--- config.mk ---
export PLATFORM = sky130hd
export DESIGN_NAME = decoder_3to8_seq
export DESIGN_NICKNAME = d
export VERILOG_FILES = /design/src/rtl/decoder_pkg.sv /design/src/rtl/sync_fifo.sv /design/src/rtl/decoder_3to8_seq.sv
export SDC_FILE = /design/constraint.sdc
export NUM_CORES = 1
export LEC_CHECK = 0
export ABC_CLOCK_PERIOD_IN_PS = 5200
export BUFFER_PORTS_ARGS = -buffer_cell sky130_fd_sc_hd__buf_2
export CAP_MARGIN = 10
export CORE_ASPECT_RATIO = 1.4
export CORE_UTILIZATION = 45
export DETAILED_ROUTE_END_ITERATION = 16
export SLEW_MARGIN = 30
export SYNTH_ARGS = -nofsm -noshare
export SYNTH_HDL_FRONTEND = slang
export SYNTH_HIERARCHICAL = 1
export SYNTH_SLANG_ARGS = --single-unit
--- constraint.sdc ---
create_clock -name clk -period 5.2 [get_ports clk]
set_clock_uncertainty 0.15 [all_clocks]
set_input_delay 0.26 -clock clk [delete_from_list [all_inputs] [get_ports clk]]
set_output_delay 0.26 -clock clk [all_outputs]
set_load 0.1 [all_outputs]
--- src/rtl/decoder_pkg.sv ---
// Shared widths, FSM state encoding and the code-to-one-hot helper for the
// sequenced 3-to-8 decoder.
package decoder_pkg;

  localparam int CODE_W = 3;
  localparam int OUT_W  = 8;

  typedef enum logic [1:0] {
    IDLE,
    DRIVE,
    GAP
  } dec_state_t;

  function automatic logic [OUT_W-1:0] onehot(input logic [CODE_W-1:0] code);
    return {{(OUT_W-1){1'b0}}, 1'b1} << code;
  endfunction

endpackage

--- src/rtl/sync_fifo.sv ---
// Small synchronous FIFO with first-word-fall-through head data, so the
// consumer can use the head in the same cycle it decides to pop.
module sync_fifo #(
  parameter int WIDTH = 3,
  parameter int DEPTH = 4
) (
  input  logic                     clk,
  input  logic                     rst_n,
  input  logic                     flush_i,
  input  logic                     push_i,
  input  logic [WIDTH-1:0]         wr_data_i,
  input  logic                     pop_i,
  output logic [WIDTH-1:0]         rd_data_o,
  output logic                     full_o,
  output logic                     empty_o,
  output logic [$clog2(DEPTH):0]   count_o
);

  localparam int AW = $clog2(DEPTH);

  logic [WIDTH-1:0] mem_q [DEPTH];
  logic [AW:0]      wr_ptr_q, wr_ptr_d;
  logic [AW:0]      rd_ptr_q, rd_ptr_d;
  logic             do_push;
  logic             do_pop;

  // Pointers carry one extra MSB so that full and empty are distinguishable.
  assign empty_o = (wr_ptr_q == rd_ptr_q);
  assign full_o  = (wr_ptr_q[AW] != rd_ptr_q[AW]) &&
                   (wr_ptr_q[AW-1:0] == rd_ptr_q[AW-1:0]);
  assign count_o = wr_ptr_q - rd_ptr_q;

  assign do_push = push_i && !full_o && !flush_i;
  assign do_pop  = pop_i && !empty_o && !flush_i;

  assign rd_data_o = mem_q[rd_ptr_q[AW-1:0]];

  always_comb begin
    wr_ptr_d = wr_ptr_q;
    rd_ptr_d = rd_ptr_q;
    if (flush_i) begin
      wr_ptr_d = '0;
      rd_ptr_d = '0;
    end else begin
      if (do_push) wr_ptr_d = wr_ptr_q + 1'b1;
      if (do_pop)  rd_ptr_d = rd_ptr_q + 1'b1;
    end
  end

  always_ff @(posedge clk or negedge rst_n) begin
    if (!rst_n) begin
      wr_ptr_q <= '0;
      rd_ptr_q <= '0;
    end else begin
      wr_ptr_q <= wr_ptr_d;
      rd_ptr_q <= rd_ptr_d;
    end
  end

  always_ff @(posedge clk) begin
    if (do_push) mem_q[wr_ptr_q[AW-1:0]] <= wr_data_i;
  end

endmodule

--- src/rtl/decoder_3to8_seq.sv ---
// Sequenced 3-to-8 decoder: queued codes are replayed as registered one-hot
// pulses of HOLD cycles, each followed by GAP idle cycles.
module decoder_3to8_seq #(
  parameter int HOLD  = 4,
  parameter int GAP   = 1,
  parameter int DEPTH = 4
) (
  input  logic                              clk,
  input  logic                              rst_n,
  input  logic [decoder_pkg::CODE_W-1:0]    a,
  input  logic                              a_valid,
  output logic                              a_ready,
  input  logic                              flush,
  output logic [decoder_pkg::OUT_W-1:0]     y,
  output logic                              y_valid,
  output logic                              busy,
  output logic [$clog2(DEPTH):0]            count
);

  import decoder_pkg::*;

  localparam int HOLD_W = $clog2(HOLD + 1);
  localparam int GAP_W  = (GAP > 0) ? $clog2(GAP + 1) : 1;
  localparam logic [HOLD_W-1:0] HOLD_LOAD = HOLD_W'(HOLD - 1);
  localparam logic [GAP_W-1:0]  GAP_LOAD  = GAP_W'((GAP > 0) ? GAP - 1 : 0);

  dec_state_t         state_q, state_d;
  logic [HOLD_W-1:0]  hold_cnt_q, hold_cnt_d;
  logic [GAP_W-1:0]   gap_cnt_q, gap_cnt_d;
  logic [OUT_W-1:0]   y_q, y_d;
  logic               y_valid_q, y_valid_d;

  logic               fifo_pop;
  logic               fifo_full;
  logic               fifo_empty;
  logic [CODE_W-1:0]  fifo_head;

  sync_fifo #(
    .WIDTH (CODE_W),
    .DEPTH (DEPTH)
  ) u_fifo (
    .clk       (clk),
    .rst_n     (rst_n),
    .flush_i   (flush),
    .push_i    (a_valid),
    .wr_data_i (a),
    .pop_i     (fifo_pop),
    .rd_data_o (fifo_head),
    .full_o    (fifo_full),
    .empty_o   (fifo_empty),
    .count_o   (count)
  );

  assign a_ready = !fifo_full;
  assign busy    = (state_q != IDLE) || !fifo_empty;
  assign y       = y_q;
  assign y_valid = y_valid_q;

  always_comb begin
    state_d    = state_q;
    hold_cnt_d = hold_cnt_q;
    gap_cnt_d  = gap_cnt_q;
    y_d        = y_q;
    y_valid_d  = y_valid_q;
    fifo_pop   = 1'b0;

    if (flush) begin
      state_d    = IDLE;
      hold_cnt_d = '0;
      gap_cnt_d  = '0;
      y_d        = '0;
      y_valid_d  = 1'b0;
    end else begin
      case (state_q)
        IDLE: begin
          if (!fifo_empty) begin
            fifo_pop   = 1'b1;
            y_d        = onehot(fifo_head);
            y_valid_d  = 1'b1;
            hold_cnt_d = HOLD_LOAD;
            state_d    = DRIVE;
          end
        end

        DRIVE: begin
          if (hold_cnt_q != '0) begin
            hold_cnt_d = hold_cnt_q - 1'b1;
          end else if (GAP > 0) begin
            y_d       = '0;
            y_valid_d = 1'b0;
            gap_cnt_d = GAP_LOAD;
            state_d   = decoder_pkg::GAP;
          end else if (!fifo_empty) begin
            // No gap configured: chain the next word without a zero cycle.
            fifo_pop   = 1'b1;
            y_d        = onehot(fifo_head);
            y_valid_d  = 1'b1;
            hold_cnt_d = HOLD_LOAD;
          end else begin
            y_d       = '0;
            y_valid_d = 1'b0;
            state_d   = IDLE;
          end
        end

        decoder_pkg::GAP: begin
          if (gap_cnt_q != '0) gap_cnt_d = gap_cnt_q - 1'b1;
          else                 state_d   = IDLE;
        end

        default: begin
          state_d   = IDLE;
          y_d       = '0;
          y_valid_d = 1'b0;
        end
      endcase
    end
  end

  always_ff @(posedge clk or negedge rst_n) begin
    if (!rst_n) begin
      state_q    <= IDLE;
      hold_cnt_q <= '0;
      gap_cnt_q  <= '0;
      y_q        <= '0;
      y_valid_q  <= 1'b0;
    end else begin
      state_q    <= state_d;
      hold_cnt_q <= hold_cnt_d;
      gap_cnt_q  <= gap_cnt_d;
      y_q        <= y_d;
      y_valid_q  <= y_valid_d;
    end
  end

endmodule

After elaboration in Yosys (flattened, before gate mapping)
Memory sizes are Yosys's and may differ from the RTL's.
Cells that the tools add are included.
{"block": "word_totals", "mem_count": 1, "register_bits": 21, "latchBits": 0, "ram_bits": 12, "rom_bits": 0}
{"memory": "u_fifo.mem_q", "words": 4, "word_bits": 3, "rd": 1, "rd_clocked_by_memory_dff": 0, "wr": 1, "line": "sync_fifo.sv:21", "text": "logic [WIDTH-1:0] mem_q [DEPTH];"}
{"block": "classes", "eq_ne": 10, "reduce_logical": 20, "order_cmp": 0, "bitwise_logic": 0, "div_mod_pow": 0, "n_mux": 29, "add_sub_neg": 5, "n_mul": 0, "shift": 1}
{"cell": "$mux W8", "count": 3}
{"cell": "$pmux W8 S3", "count": 1}
{"cell": "$mux W3", "count": 7}
{"cell": "$ne A3 B3 Y1 const B", "count": 4}
{"cell": "$mux W1", "count": 10}
{"cell": "$reduce_and A3 Y1", "count": 3}
{"cell": "$reduce_bool A3 Y1", "count": 3}
{"cell": "$mux W2", "count": 4}
{"cell": "$shl A1 B3 Y8 const A", "count": 1}
{"cell": "$add A3 B1 Y3 const B", "count": 2}
{"cell": "$pmux W2 S3", "count": 1}
{"cell": "$pmux W3 S2", "count": 1}
{"cell": "$reduce_bool A2 Y1", "count": 3}
{"cell": "$logic_and A1 B1 Y1", "count": 5}
{"cell": "$eq A3 B3 Y1", "count": 1}
{"cell": "$logic_not A1 Y1", "count": 3}
{"cell": "$pmux W1 S3", "count": 1}
{"cell": "$sub A3 B1 Y3 const B", "count": 1}
{"cell": "$sub A3 B3 Y3", "count": 1}
{"cell": "$eq A2 B1 Y1 const B", "count": 1}
{"cell": "$eq A2 B2 Y1", "count": 1}
{"cell": "$eq A2 B2 Y1 const B", "count": 1}
{"cell": "$logic_not A2 Y1", "count": 1}
{"cell": "$ne A2 B2 Y1 const B", "count": 1}
{"cell": "5 further kinds", "count": 5}

Depth between registers and ports, before layout
Gate-level depths: netlist of the first run.
{"block": "depth", "word_depth": 8, "mapped_depth": 10, "mapped_depth_nobuf": 9}

Cells and area by module
Netlist of the first run, hierarchy kept.
{"mod": "sync_fifo", "n_inst": 1, "cells_per_inst": 79, "area_each_um2": 993.5}
{"mod": "decoder_3to8_seq", "n_inst": 1, "cells_per_inst": 76, "area_each_um2": 798.3}

Worst setup path before layout of the first run
OpenSTA, ideal clock, no wires.
{"block": "synth_timing", "path_type": "register to output", "start": "reg u_fifo.rd_ptr_q[0]", "end": "out count[2]", "required_ns": 4.790, "n_path_buf": 0, "stages_incl_launch_ff": 5, "t_arrival_ns": 2.523, "setup_slack_ns": 2.267, "path_cell_list": "dfrtp_1 ha_1 inv_1 fa_1 xor2_1"}
{"block": "synth_between", "elab_chain_cells": 1}
{"item": "start, declared", "line": "sync_fifo.sv:23", "text": "logic [AW:0] rd_ptr_q, rd_ptr_d;"}
{"item": "start signal, assigned", "line": "sync_fifo.sv:56", "text": "rd_ptr_q <= rd_ptr_d;"}
{"item": "$sub A3 B3 Y3", "line": "sync_fifo.sv:31", "text": "assign count_o = wr_ptr_q - rd_ptr_q;"}
{"item": "end, declared", "line": "decoder_3to8_seq.sv:17", "text": "output logic [$clog2(DEPTH):0] count"}
No other way between the ends.

Worst setup path after layout of the first run
{"block": "layout_timing", "start": "reg u_fifo.rd_ptr_q[1]", "end": "reg u_fifo.rd_ptr_q[1]"}
{"block": "layout_between", "elab_chain_cells": 7, "word_cells_on_any_way": 11, "cone_classes": "1 x add/sub; 1 x eq/ne; 5 x mux; 4 x reduce/logical"}
{"item": "$eq A3 B3 Y1", "line": "sync_fifo.sv:28", "text": "assign empty_o = (wr_ptr_q == rd_ptr_q);"}
{"item": "via fifo_empty", "line": "decoder_3to8_seq.sv:35", "text": "logic fifo_empty;"}
{"item": "$mux W1", "line": "decoder_3to8_seq.sv:76", "text": "if (!fifo_empty) begin"}
{"item": "$mux W1"}
{"item": "$mux W1", "line": "decoder_3to8_seq.sv:67", "text": "if (flush) begin"}
{"item": "via fifo_pop", "line": "decoder_3to8_seq.sv:33", "text": "logic fifo_pop;"}
{"item": "$logic_and A1 B1 Y1 (2 in series)", "line": "sync_fifo.sv:34", "text": "assign do_pop = pop_i && !empty_o && !flush_i;"}
{"item": "$reduce_bool A2 Y1 (no line)"}
The timed path passes the listed nets, and every way through them passes these cells. The select of a mux whose other input is x is not followed.
A chain may end at the register's enable or synchronous reset.

==> results of run 1 <==
-- stage by stage --
stage	std cells	instance area, um2
final	220	2020
after global routing	220	2020
after CTS	220	2020
after detailed placement	211	1900
after global placement	211	1900
after floorplan	155	1790
-- Yosys cell counts, types with 3 or more instances --
library cell and number:
dfrtp_1 20, edfxtp_1 12, nand2_1 12, ha_1 9, inv_1 9, nor2_1 9, mux2i_1 8, nand2b_1 8
nand3_1 7, a31oi_1 5, a21oi_1 4, nor3b_1 4, mux4_2 3, nor2b_1 3
-- kinds of logic (layout without fill, tap and decap cells) --
family,after synthesis,count (layout),synth area share
AO/OA/AOI/OAI,19,19,0.0768
flip-flops,32,32,0.480
multiplexers,13,13,0.0950
XOR/XNOR,2,2,0.0140
AND/OR/NAND/NOR,64,64,0.219
buffers and inverters,15,38,0.0412
adder cells (fa/ha/maj),10,10,0.0740
-- registers in the layout (all words and copies together) (netlist names) --
register and cells:
hold_cnt_q 3, state_q 2, u_fifo/mem_q 12, u_fifo/rd_ptr_q 3, u_fifo/wr_ptr_q 3, y 8, y_valid 1
-- area by class of cell --
type,instances,share of cell area
Clock buffer,5,0.0341
Clock inverter,3,0.0186
Inverter,9,0.0167
Multi-Input combinational cell,108,0.424
Sequential cell,32,0.426
Tap cell,42,0.0260
Timing Repair Buffer,21,0.0545
-- worst max-delay path: stages, from the launching register on --
cell,delay (ns)
dfrtp_1,0.48
inv_1,0.14
ha_1,0.35
nand2_1,0.29
nor2b_1,0.13
or3_4,0.43
nor2_1,0.39
nand3b_1,0.12
mux2_2,0.27
o311ai_1,0.09
-- per-layer routing --
metal | track usage | vias to the layer above | wire length (um)
met5 | 0 | - | 0
met4 | 0.0775 | 0 | 57
met3 | 0.0405 | 5 | 104
met2 | 0.305 | 28 | 1720
met1 | 0.182 | 614 | 1410
li1 | - | 609 | -
-- worst paths after layout --
kind | end | slack [ns] | depth (start not counted)
setup / recovery | u_fifo/rd_ptr_q[1] | 2.26 | 9
hold / removal | u_fifo/mem_q[0][2] | 0.05 | 1
setup reg to reg | u_fifo/rd_ptr_q[1] | 2.26 | 9
hold reg to reg | y[7] | 0.39 | 2
max in group asynchronous | y[1] | 4.26 | 2
min in group asynchronous | hold_cnt_q[0] | 0.31 | 2
-- power by group --
| part | switching, uW | internal (uW) | leakage [uW] |
|---|---|---|---|
| sequential | 49.9 | 307 | 0.000380 |
| combinational | 507 | 200 | 0.000409 |
| clock | 88.7 | 139 | 0.0000532 |
-- repair_timing --
| item | 4_1_cts | 5_1_grt |
|---|---|---|
| hold buffers | 1 | 0 |
| endpoints found under the hold margin | 20 | 0 |
| endpoints found under the setup margin | 0 | 0 |
==> results.md, run 1 <==
STA:
- The final number of hold-violating endpoints is 0.
- Once routing completed, OpenROAD measured the worst setup slack at 2.26 ns.
- At the pin with the least slew margin, the transition time is 0.702 ns.
- Headroom to the max-slew limit came out at 0.526.
- The time the final worst path needs with I/O delays and setup is 2.94 ns.
- The final setup violation count is 0.
- The max-slew violation count is 0.
- Setup repair after global routing left no endpoint under its margin.
- On the final layout, the worst hold slack is 0.0508 ns.
- In the final timing run, aggregate negative setup slack is 0 ns.
- The maximum clock frequency is 340 MHz.
- Of the available clock period, the critical path in the final layout requires 0.565.

Route:
- The number of vias per cell after detailed routing is 5.71.
- The iteration-0 DRC count of the detailed router is 58.
- The number of nets still failing antenna checks after routing is 0.
- In the routed design, unresolved DRC markers number 0.
- In the final routed layout, each cell accounts on average for 15.0 um.
- The number of iterations in the first detailed-routing pass is 4.
- Detailed routing inserted a total of 1256 vias.
- The sum of routed wire length over all layers is 3300 um.

Die:
- In this run the vertical extent of the chip is 76.7 um.
- The number of top-level pins is 21.
- The initial utilization of the core area, before any placement, comes to 0.479.
- The total number of placement rows is 26.
- From left edge to right edge, the die measures 55.3 um.
- The floorplan step defined a core boundary enclosing 0.00374 mm2.
- The floorplan die area is 0.00424 mm2.

Logic synthesis:
- The cell area after synthesis is 0.00179 mm2.
- The number of synthesis warnings is 6.
- After synthesis, the cell types taking the most area are dfrtp_1 28%, edfxtp_1 20%, ha_1 6.3%, mux2i_1 4.5%, mux4_2 3.8%.
- The net count after synthesis is 172.
- Of the synthesized area, sequential elements account for 0.480.
- The share of Yosys cell area claimed by the top area cell type is 0.279.
- The most used flip-flop cell after synthesis is dfrtp_1.
- Of all cell types, the one taking the most synthesized area is dfrtp_1.
- The flop and latch count out of synthesis is 32.
- The synthesized design contains 12 enable-type register cells.
- Counting flops with an async set or reset pin after synthesis yields a share of 0.625.
- The number of distinct library cells after synthesis is 44.
- The cell count after synthesis is 155.
- The average footprint of a synthesized cell is 11.6 um2.

Critical path:
- In this run the worst path has a maximum fanout of 10.
- The worst setup path is captured at a register.
- The startpoint kind of the worst setup timing path is a register.
- In this run the worst setup path begins at u_fifo/rd_ptr_q[1].
- The critical path start-end classification is register to register.
- The endpoint required time on the critical path is 5.23 ns.
- The worst register-to-register path begins at u_fifo/rd_ptr_q[1].
- At the worst endpoint, the arrival time is 2.96 ns.

Clock tree:
- Clock tree synthesis found a total of 32 sinks.
- The number of buffers created by CTS is 5.
- The clock tree buffer depth is 2.
- The clock latency at the later pin of the worst-skew pair is 0.28 ns.
- The number of H-tree levels is 2.
- Clock-pin slew was measured on the worst setup and hold paths at 0.07 ns.
- The number of setup buffers added after CTS is 0.
- The root cell of the clock tree is clkbuf_8.
- TritonCTS built the clock tree.
- In this run, post-CTS repair resized a total of 0 instances.

Global route:
- The number of antenna violations at the first check in global routing came to 0.
- The first-pass GRT wire length is 5620 um.
- The overall global routing resource usage is 0.169.
- The via count of the first global-routing pass was 1263.
- The overflow left after global routing is 0.
- The largest net degree at the start of global routing is 37.

Power:
- Total power for the finished layout comes to 1290 uW.
- The peak ir drop on the vdd network is 0.457 mV.
- The power density over the cells is 640 mW/mm2.
- In this run the static leakage power is 0.000843 uW.

Place:
- Port buffering added 20 buffers.
- Prior to clock tree synthesis, the placed netlist has a worst setup slack of 2.28 ns.
- The half-perimeter wire length of the detailed placement result is 2410 um.
- The placer congestion estimate is 0.707.

Final layout:
- The utilization after layout is 0.540.
- The final-layout fill cell count is 334.
- Summing all flip-flop and latch instances after layout gives 861 um2.
- Summing all multi-input logic gate instances after layout gives 857 um2.
- The final net count is 194.
- Leaving out fill and tap cells, the most frequent cells in the layout are 20 x dfrtp_1, 20 x buf_2, 12 x nand2_1, 12 x edfxtp_1.
- Compared with the post-synthesis result, the final layout area differs by 12.8%.
- The fraction of final layout cells with drive strength greater than 1 is 0.219.
- 0 antenna diodes ended up in the layout.

Hold path:
- The path category of the worst min-delay check is input port to register.
- The startpoint identified for the worst hold timing path is a[2].

Run status:
- The flow ran to the end, and the final reports show no timing, DRC or antenna violations.

Flow run:
- Max-cap violations in this run came to 0.
Note: power is estimated with default switching activity, not from simulation.
==> inputs of run 2 (changes only) <==
- ABC_AREA: unset -> 1
- ABC_CLOCK_PERIOD_IN_PS: 5200 -> 2600
- PLACE_DENSITY: unset -> 0.67
- clock period: 5.2 -> 2.6 ns (I/O delays scaled with it)
==> run 2 against run 1 <==
Net effect:
- sequential cell count unchanged
- worst setup slack got worse by 2.0 ns
- power rose by 23%
- sequential power up 67%
- largest cell class unchanged
- hold slack better by 0.12 ns
- register-to-register slack worse by 1.7 ns
==> results.md, run 2 <==
Run status:
- Run status: finished, final reports clean (unchanged).

Die:
- The total number of placement rows was 26 (unchanged).
- The area inside the core boundary is 0.00364 mm2 (was 0.00374 mm2).
- The number of top-level pins is 21 (unchanged).
- The floorplan die area was 0.00406 mm2 (was 0.00424 mm2).
- The vertical extent of the die came to 75 um (was 76.7 um).
- The initial core utilization was 0.470 (was 0.479).
- The horizontal die dimension came to 54.1 um (was 55.3 um).

Global route:
- The first-pass GRT wire length was 5510 um (was 5620 um).
- The via count of the first global-routing pass was 1300 (was 1263).
- The overflow left after global routing is 0 (unchanged).
- The overall global routing resource usage is 0.191 (was 0.169).
- The largest net degree at the start of global routing came to 21 (was 37).
- The number of antenna violations at the first check in global routing came to 0 (unchanged).

Route:
- The sum of routed wire length over all layers is 3100 um (was 3300 um).
- The DRC violation count after routing was 0 (unchanged).
- The overall via count from detail_route is 1328 (was 1256).
- The iteration-0 DRC count of the detailed router came to 30 (was 58).
- The number of nets still failing antenna checks after routing came to 0 (unchanged).
- The per-cell routed wire length is 11.6 um (was 15.0 um).
- The number of vias per cell after detailed routing is 4.97 (was 5.71).
- The number of iterations in the first detailed-routing pass is 4 (unchanged).

Logic synthesis:
- The cell area after synthesis is 0.00171 mm2 (was 0.00179 mm2).
- The number of distinct library cells after synthesis is 24 (was 44).
- The flop and latch count out of synthesis is 32 (unchanged).
- The cell count after synthesis is 192 (was 155).
- The cell type with the highest aggregate area in the netlist is dfrtp_1 (unchanged).
- The flip-flop cell with the highest count after synthesis is dfrtp_1 (unchanged).
- The cell with the most instances after synthesis is nand2_1 (was dfrtp_1).
- The share of Yosys cell area claimed by the top area cell type was 0.292 (was 0.279).
- The count of flip-flops with a built-in enable after synthesis was 12 (unchanged).
- The share of synthesized registers carrying an async set or reset is 0.625 (unchanged).
- The sequential cell area fraction in the yosys report was 0.503 (was 0.480).
- The number of synthesis warnings came to 6 (unchanged).
- The net count after synthesis is 209 (was 172).
- The average footprint of a synthesized cell is 8.92 um2 (was 11.6 um2).
- Synth area leaders: dfrtp_1 29%, edfxtp_1 21%, nand2_1 11%, ha_1 6.6%, inv_1 5.5% (was dfrtp_1 28%, edfxtp_1 20%, ha_1 6.3%, mux2i_1 4.5%, mux4_2 3.8%).
- Most frequent cells after synthesis: 49 x nand2_1, 25 x inv_1, 20 x dfrtp_1, 20 x nor2_1, 13 x nand3_1 (was 20 x dfrtp_1, 12 x edfxtp_1, 12 x nand2_1).

Place:
- The half-perimeter wire length of the detailed placement result came to 2280 um (was 2410 um).
- The count of input and output buffers is 20 (unchanged).
- The post-place setup slack is 0.561 ns (was 2.28 ns).
- The instance area at placement is 0.00187 mm2 (was 0.00190 mm2).
- The placer congestion estimate is 0.811 (was 0.707).

Clock tree:
- The root cell of the clock tree is clkbuf_8 (unchanged).
- The clock tree buffer depth is 2 (unchanged).
- The post-CTS setup repair buffer count is 0 (unchanged).
- The number of buffers created by CTS is 5 (unchanged).
- The number of H-tree levels came to 2 (unchanged).
- The number of gates resized after cts was 0 (unchanged).
- The CTS tree is yes (unchanged).
- The number of buffers inserted by hold repair at cts was 6 (was 1).
- The clock-pin slew reported for the worst setup and hold paths after clock tree synthesis came to 0.07 ns (about the same).
- The count of clock tree sinks is 32 (unchanged).
- The clock latency at the later pin of the worst-skew pair came to 0.29 ns (was 0.28 ns).

STA:
- The final setup violation count is 0 (unchanged).
- The actual transition at the worst max-transition pin is 0.489 ns (was 0.702 ns).
- Of the available clock period, the critical path in the final layout requires 0.897.
- Unrepaired setup endpoints after global routing: false (unchanged).
- The max-slew headroom at the worst pin is 0.676 (was 0.526).
- The worst path setup slack after routing is 0.268 ns (was 2.26 ns).
- The max-slew violation count is 0 (unchanged).
- The final setup TNS is 0 ns (unchanged).
- The worst path needs 2.33 ns of the cycle, external delays included.
- The final number of hold-violating endpoints was 0 (unchanged).
- The maximum clock frequency is 429 MHz.

Final layout:
- The flip-flop count of the largest register, all copies and words added is 12 (unchanged).
- The area of all placed cells without fillers is 0.00204 mm2 (was 0.00202 mm2).
- Top library cells by usage in the layout, fill and taps aside: 49 x nand2_1, 25 x inv_1, 20 x nor2_1, 20 x dfrtp_1, 20 x buf_2 (was 20 x dfrtp_1, 20 x buf_2, 12 x nand2_1, 12 x edfxtp_1).
- The final net count is 241 (was 194).
- The fraction of final layout cells with drive strength greater than 1 was 0.204 (was 0.219).
- The final antenna diode count was 0 (unchanged).
- The signed area change from the synthesized netlist to the final layout came to 19.1% (was 12.8%).
- The utilization after layout is 0.560 (was 0.540).
- The library cell used most frequently in the layout, excluding fill and tap cells, is nand2_1.

Critical path:
- The category of the worst setup path capture point is an output pin (was register).
- The largest fanout on the critical path is 10 (unchanged).
- The startpoint kind of the worst setup timing path is a register (unchanged).
- The endpoint required time on the critical path is 2.32 ns (was 5.23 ns).
- The worst setup path startpoint is u_fifo/rd_ptr_q[0] (was u_fifo/rd_ptr_q[1]).
- The startpoint of the worst register-to-register path is u_fifo/rd_ptr_q[0] (was u_fifo/rd_ptr_q[1]).
- The worst path arrival time is 2.05 ns (was 2.96 ns).
- The critical path start-end classification was register to output pin (was register to register).

Power:
- The power density over the cells is 778 mW/mm2 (was 640 mW/mm2).
- The leakage power figure came to 0.00105 uW (was 0.000843 uW).
- The peak ir drop on the vdd network is 0.541 mV (was 0.457 mV).

Flow run:
- The max-cap violation count came to 0 (unchanged).

Hold path:
- The path category of the worst min-delay check was input port to asynchronous set/reset pin (was input port to register).
## run 2: changes by cell type after synthesis, moves of 5 or more
cell      delta
nand2b_1     -8
a31oi_1      -5
mux2i_1      -8
inv_1       +16
o21ai_0      +7
nor2_1      +11
nand2_1     +37
nand3_1      +6
## run 2: critical path: stages, from the launching register on
cell and delay, ns:
dfrtp_1 0.51, ha_1 0.20, inv_1 0.05, fa_1 0.41, xor2_2 0.16, buf_2 0.43
## run 2: logic make-up after synthesis
group                      count (synthesis)  synth area share
adders and majority gates                 10            0.0774
xor gates and xnor gates                   1           0.00511
buffers and inverters                     30            0.0679
and+or+nand+nor                          106             0.307
AOI/OAI and AO/OA                         13            0.0402
DFF                                       32             0.503
## run 2: path summary, 6_finish.rpt
kind / endpoint / cells past startpoint / slack (ns)
setup / recovery: count[2] / 5 / 0.27
hold / removal: y_valid / 2 / 0.17
setup reg to reg: y[6] / 11 / 0.56
hold reg to reg: y_valid / 2 / 0.32
max in group asynchronous: u_fifo/rd_ptr_q[2] / 2 / 1.81
min in group clk: y_valid / 2 / 0.32
## run 2: stage by stage
stage / cells / total power [uW] / hold slack (ns)
3_5_place_dp: 253 / 1120 / -0.0423
2_1_floorplan: 192 / 1030 / -0.316
6_report: 267 / 1590 / 0.173
4_1_cts: 267 / 1600 / 0.180
3_3_place_gp: 253 / 1110 / -0.0473
5_1_grt: 267 / 1680 / 0.223
## run 2: routing by layer
metal  track usage  wire (um)  vias up
met5             0          0        -
met4        0.0769         57        0
met3        0.0545        116        6
met2         0.316       1580       26
met1         0.227       1340      611
li1              -          -      685
## run 2: layout make-up
type	instances	area, um2
Clock buffer	5	68.8
Clock inverter	3	42.5
Fill cell	339	1600
Inverter	29	111
Multi-Input combinational cell	130	743
Sequential cell	32	861
Tap cell	42	52.6
Timing Repair Buffer	26	160
## run 2: report_power, final
group | switching, uW | internal [uW]
logic | 404 | 112
clock network | 190 | 283
registers | 30.9 | 566
==> inputs of run 3 (changes only) <==
- ABC_CLOCK_PERIOD_IN_PS: 2600 -> 2700
- PLACE_DENSITY: 0.67 -> unset
- clock period: 2.6 -> 2.7 ns (I/O delays scaled with it)
==> run 3 against run 2 <==
Net effect:
- cell count down 0.37%
- cell area decreased by 0.49%
- register-to-register slack improved by 0.09 ns
- sequential power down 3.9%
- combinational power decreased by 4%
- sequential share of layout area rose by 0.21 points
- critical path depth grew 1
- critical path type unchanged
- power shrank 4.2%
- highest routed layer unchanged
- hold slack got worse by 0.15 ns
- die area is the same
- global-route usage is 1.6 points lower
==> results.md, run 3 (synthesized netlist as in run 2, its figures left out) <==
Clock tree:
- The clock tree buffer depth was 2 (unchanged).
- The count of clock tree sinks is 32 (unchanged).
- The number of gates resized after cts is 0 (unchanged).
- The clock-pin slew reported for the worst setup and hold paths after clock tree synthesis is 0.07 ns (about the same).
- The post-CTS setup repair buffer count is 0 (unchanged).
- The root cell of the clock tree is clkbuf_8 (unchanged).
- The number of buffers created by CTS is 5 (unchanged).
- The clock latency at the later pin of the worst-skew pair is 0.28 ns (was 0.29 ns).
- The CTS tree is yes (unchanged).
- The number of H-tree levels came to 2 (unchanged).
- The number of buffers inserted by hold repair at cts is 5 (was 6).

STA:
- Timing would allow up to 424 MHz.
- The final number of hold-violating endpoints came to 0 (unchanged).
- In the finished design, the share of the clock period the worst path needs comes to 0.874.
- The minimum hold slack is 0.0211 ns (was 0.173 ns).
- The max-slew headroom at the worst pin was 0.678 (was 0.676).
- The final setup violation count was 0 (unchanged).
- Counting I/O delays and the setup requirement, the final critical path takes 2.36 ns.
- The worst path setup slack after routing is 0.339 ns (was 0.268 ns).
- The final setup TNS is 0 ns (unchanged).
- The actual transition at the worst max-transition pin is 0.486 ns (was 0.489 ns).
- Unrepaired setup endpoints after global routing: false (unchanged).
- The max-slew violation count came to 0 (unchanged).

Final layout:
- The area occupied by registers is 861 um2 (unchanged).
- The fraction of final layout cells with drive strength greater than 1 was 0.205 (was 0.204).
- Top library cells by usage in the layout, fill and taps aside: 49 x nand2_1, 25 x inv_1, 20 x nor2_1, 20 x dfrtp_1, 20 x buf_2 (unchanged).
- The most common library cell in the layout ignoring fill and taps is nand2_1 (unchanged).
- The final net count is 240 (was 241).
- The flip-flop count of the largest register, all copies and words added is 12 (unchanged).
- The signed area change from the synthesized netlist to the final layout is 18.5% (was 19.1%).
- The final-layout fill cell count came to 331 (was 339).
- The final antenna diode count is 0 (unchanged).
- The area occupied by multi-input gates is 743 um2 (unchanged).
- The post-layout instance count excluding filler cells came to 266 (was 267).

Die:
- The total number of placement rows is 26 (unchanged).
- The horizontal die dimension is 54.1 um (unchanged).
- The number of top-level pins came to 21 (unchanged).
- The initial core utilization is 0.470 (unchanged).
- The floorplan die area is 0.00406 mm2 (unchanged).
- The area inside the core boundary is 0.00364 mm2 (unchanged).
- The vertical extent of the die is 75 um (unchanged).

Flow run:
- The max-cap violation count is 0 (unchanged).

Global route:
- The largest net degree at the start of global routing is 21 (unchanged).
- The first-pass GRT wire length is 4930 um (was 5510 um).
- The number of antenna violations at the first check in global routing was 0 (unchanged).
- The overall global routing resource usage is 0.174 (was 0.191).
- The via count of the first global-routing pass was 1158 (was 1300).
- The overflow left after global routing is 0 (unchanged).

Route:
- The number of nets still failing antenna checks after routing came to 0 (unchanged).
- The per-cell routed wire length is 11.4 um (was 11.6 um).
- The overall via count from detail_route is 1301 (was 1328).
- The number of vias per cell after detailed routing was 4.89 (was 4.97).
- The iteration-0 DRC count of the detailed router was 36 (was 30).
- The DRC violation count after routing is 0 (unchanged).
- The sum of routed wire length over all layers is 3040 um (was 3100 um).
- The number of iterations in the first detailed-routing pass is 4 (unchanged).

Place:
- The number of placed instances, taps included is 253 (unchanged).
- The placer congestion estimate is 0.770 (was 0.811).
- The count of input and output buffers came to 20 (unchanged).
- The half-perimeter wire length of the detailed placement result is 2350 um (was 2280 um).
- The post-place setup slack is 0.635 ns (was 0.561 ns).

Critical path:
- The worst-case reg-to-reg path depth is 12 (was 11).
- The largest fanout on the critical path is 4 (was 10).
- The startpoint kind of the worst setup timing path is a register (unchanged).
- The end of the worst register-to-register path is y[2] (was y[6]).
- The critical path start-end classification is register to output pin (unchanged).
- The slack of the worst reg-to-reg path came to 0.65 ns (was 0.56 ns).
- The endpoint required time on the critical path was 2.41 ns (was 2.32 ns).
- The worst path arrival time is 2.08 ns (was 2.05 ns).
- The startpoint of the worst register-to-register path is u_fifo/wr_ptr_q[0] (was u_fifo/rd_ptr_q[0]).
- The category of the worst setup path capture point is an output pin (unchanged).

Hold path:
- The critical hold path startpoint is a_valid.
- The worst hold path passes through 3 cells.
- The path category of the worst min-delay check is input port to register (was input port to asynchronous set/reset pin).
- The end point of the most critical hold path is u_fifo/wr_ptr_q[0].

Power:
- The overall power consumption is 1520 uW (was 1590 uW).
- The leakage power figure is 0.00105 uW (about the same).
- The peak ir drop on the vdd network is 0.528 mV (was 0.541 mV).
- The power density over the cells is 748 mW/mm2 (was 778 mW/mm2).

Run status:
- Run status: finished, final reports clean (unchanged).
[run 3: routing by layer]
metal	part of all wire	up-vias	global-route usage
met1	0.42	596	0.196
met4	0.012	0	0.0769
li1	-	678	-
met5	0	-	0
met2	0.53	23	0.295
met3	0.040	4	0.0545
[run 3: worst max path at each step]
stage	start	endpoint	slack (ns)	cells past startpoint
floorplan	u_fifo/rd_ptr_q[0]	hold_cnt_q[2]	0.37	9
CTS	u_fifo/wr_ptr_q[0]	count[2]	0.32	6
detailed placement	u_fifo/wr_ptr_q[0]	y[2]	0.63	12
global route	u_fifo/wr_ptr_q[0]	count[2]	0.25	6
global placement	u_fifo/wr_ptr_q[0]	count[2]	0.67	6
finish	u_fifo/wr_ptr_q[0]	count[2]	0.34	6
[run 3: layout make-up]
class | count | area share
clock buffer | 5 | 0.0339
clock inverter | 3 | 0.0210
inverter | 29 | 0.0549
multi-input combinational | 130 | 0.366
sequential | 32 | 0.424
tap | 42 | 0.0259
timing repair buffer | 25 | 0.0740
[run 3: critical path, stage by stage (launching register included)]
cell and delay [ns]:
dfrtp_1 0.42, inv_1 0.15, ha_1 0.16, inv_1 0.05, fa_1 0.41, xor2_2 0.16, buf_2 0.43
[run 3: power by group]
| part | internal, uW | switching [uW] |
|---|---|---|
| Sequential | 545 | 29.5 |
| Clock | 273 | 176 |
| Combinational | 108 | 388 |
| Total | 925 | 594 |
[run 3: through the flow]
step | cell area (um2) | utilization
final | 2030 | 0.557
after global routing | 2030 | 0.557
after CTS | 2030 | 0.557
after detailed placement | 1870 | 0.513
after global placement | 1870 | 0.513
after floorplan | 1720 | -
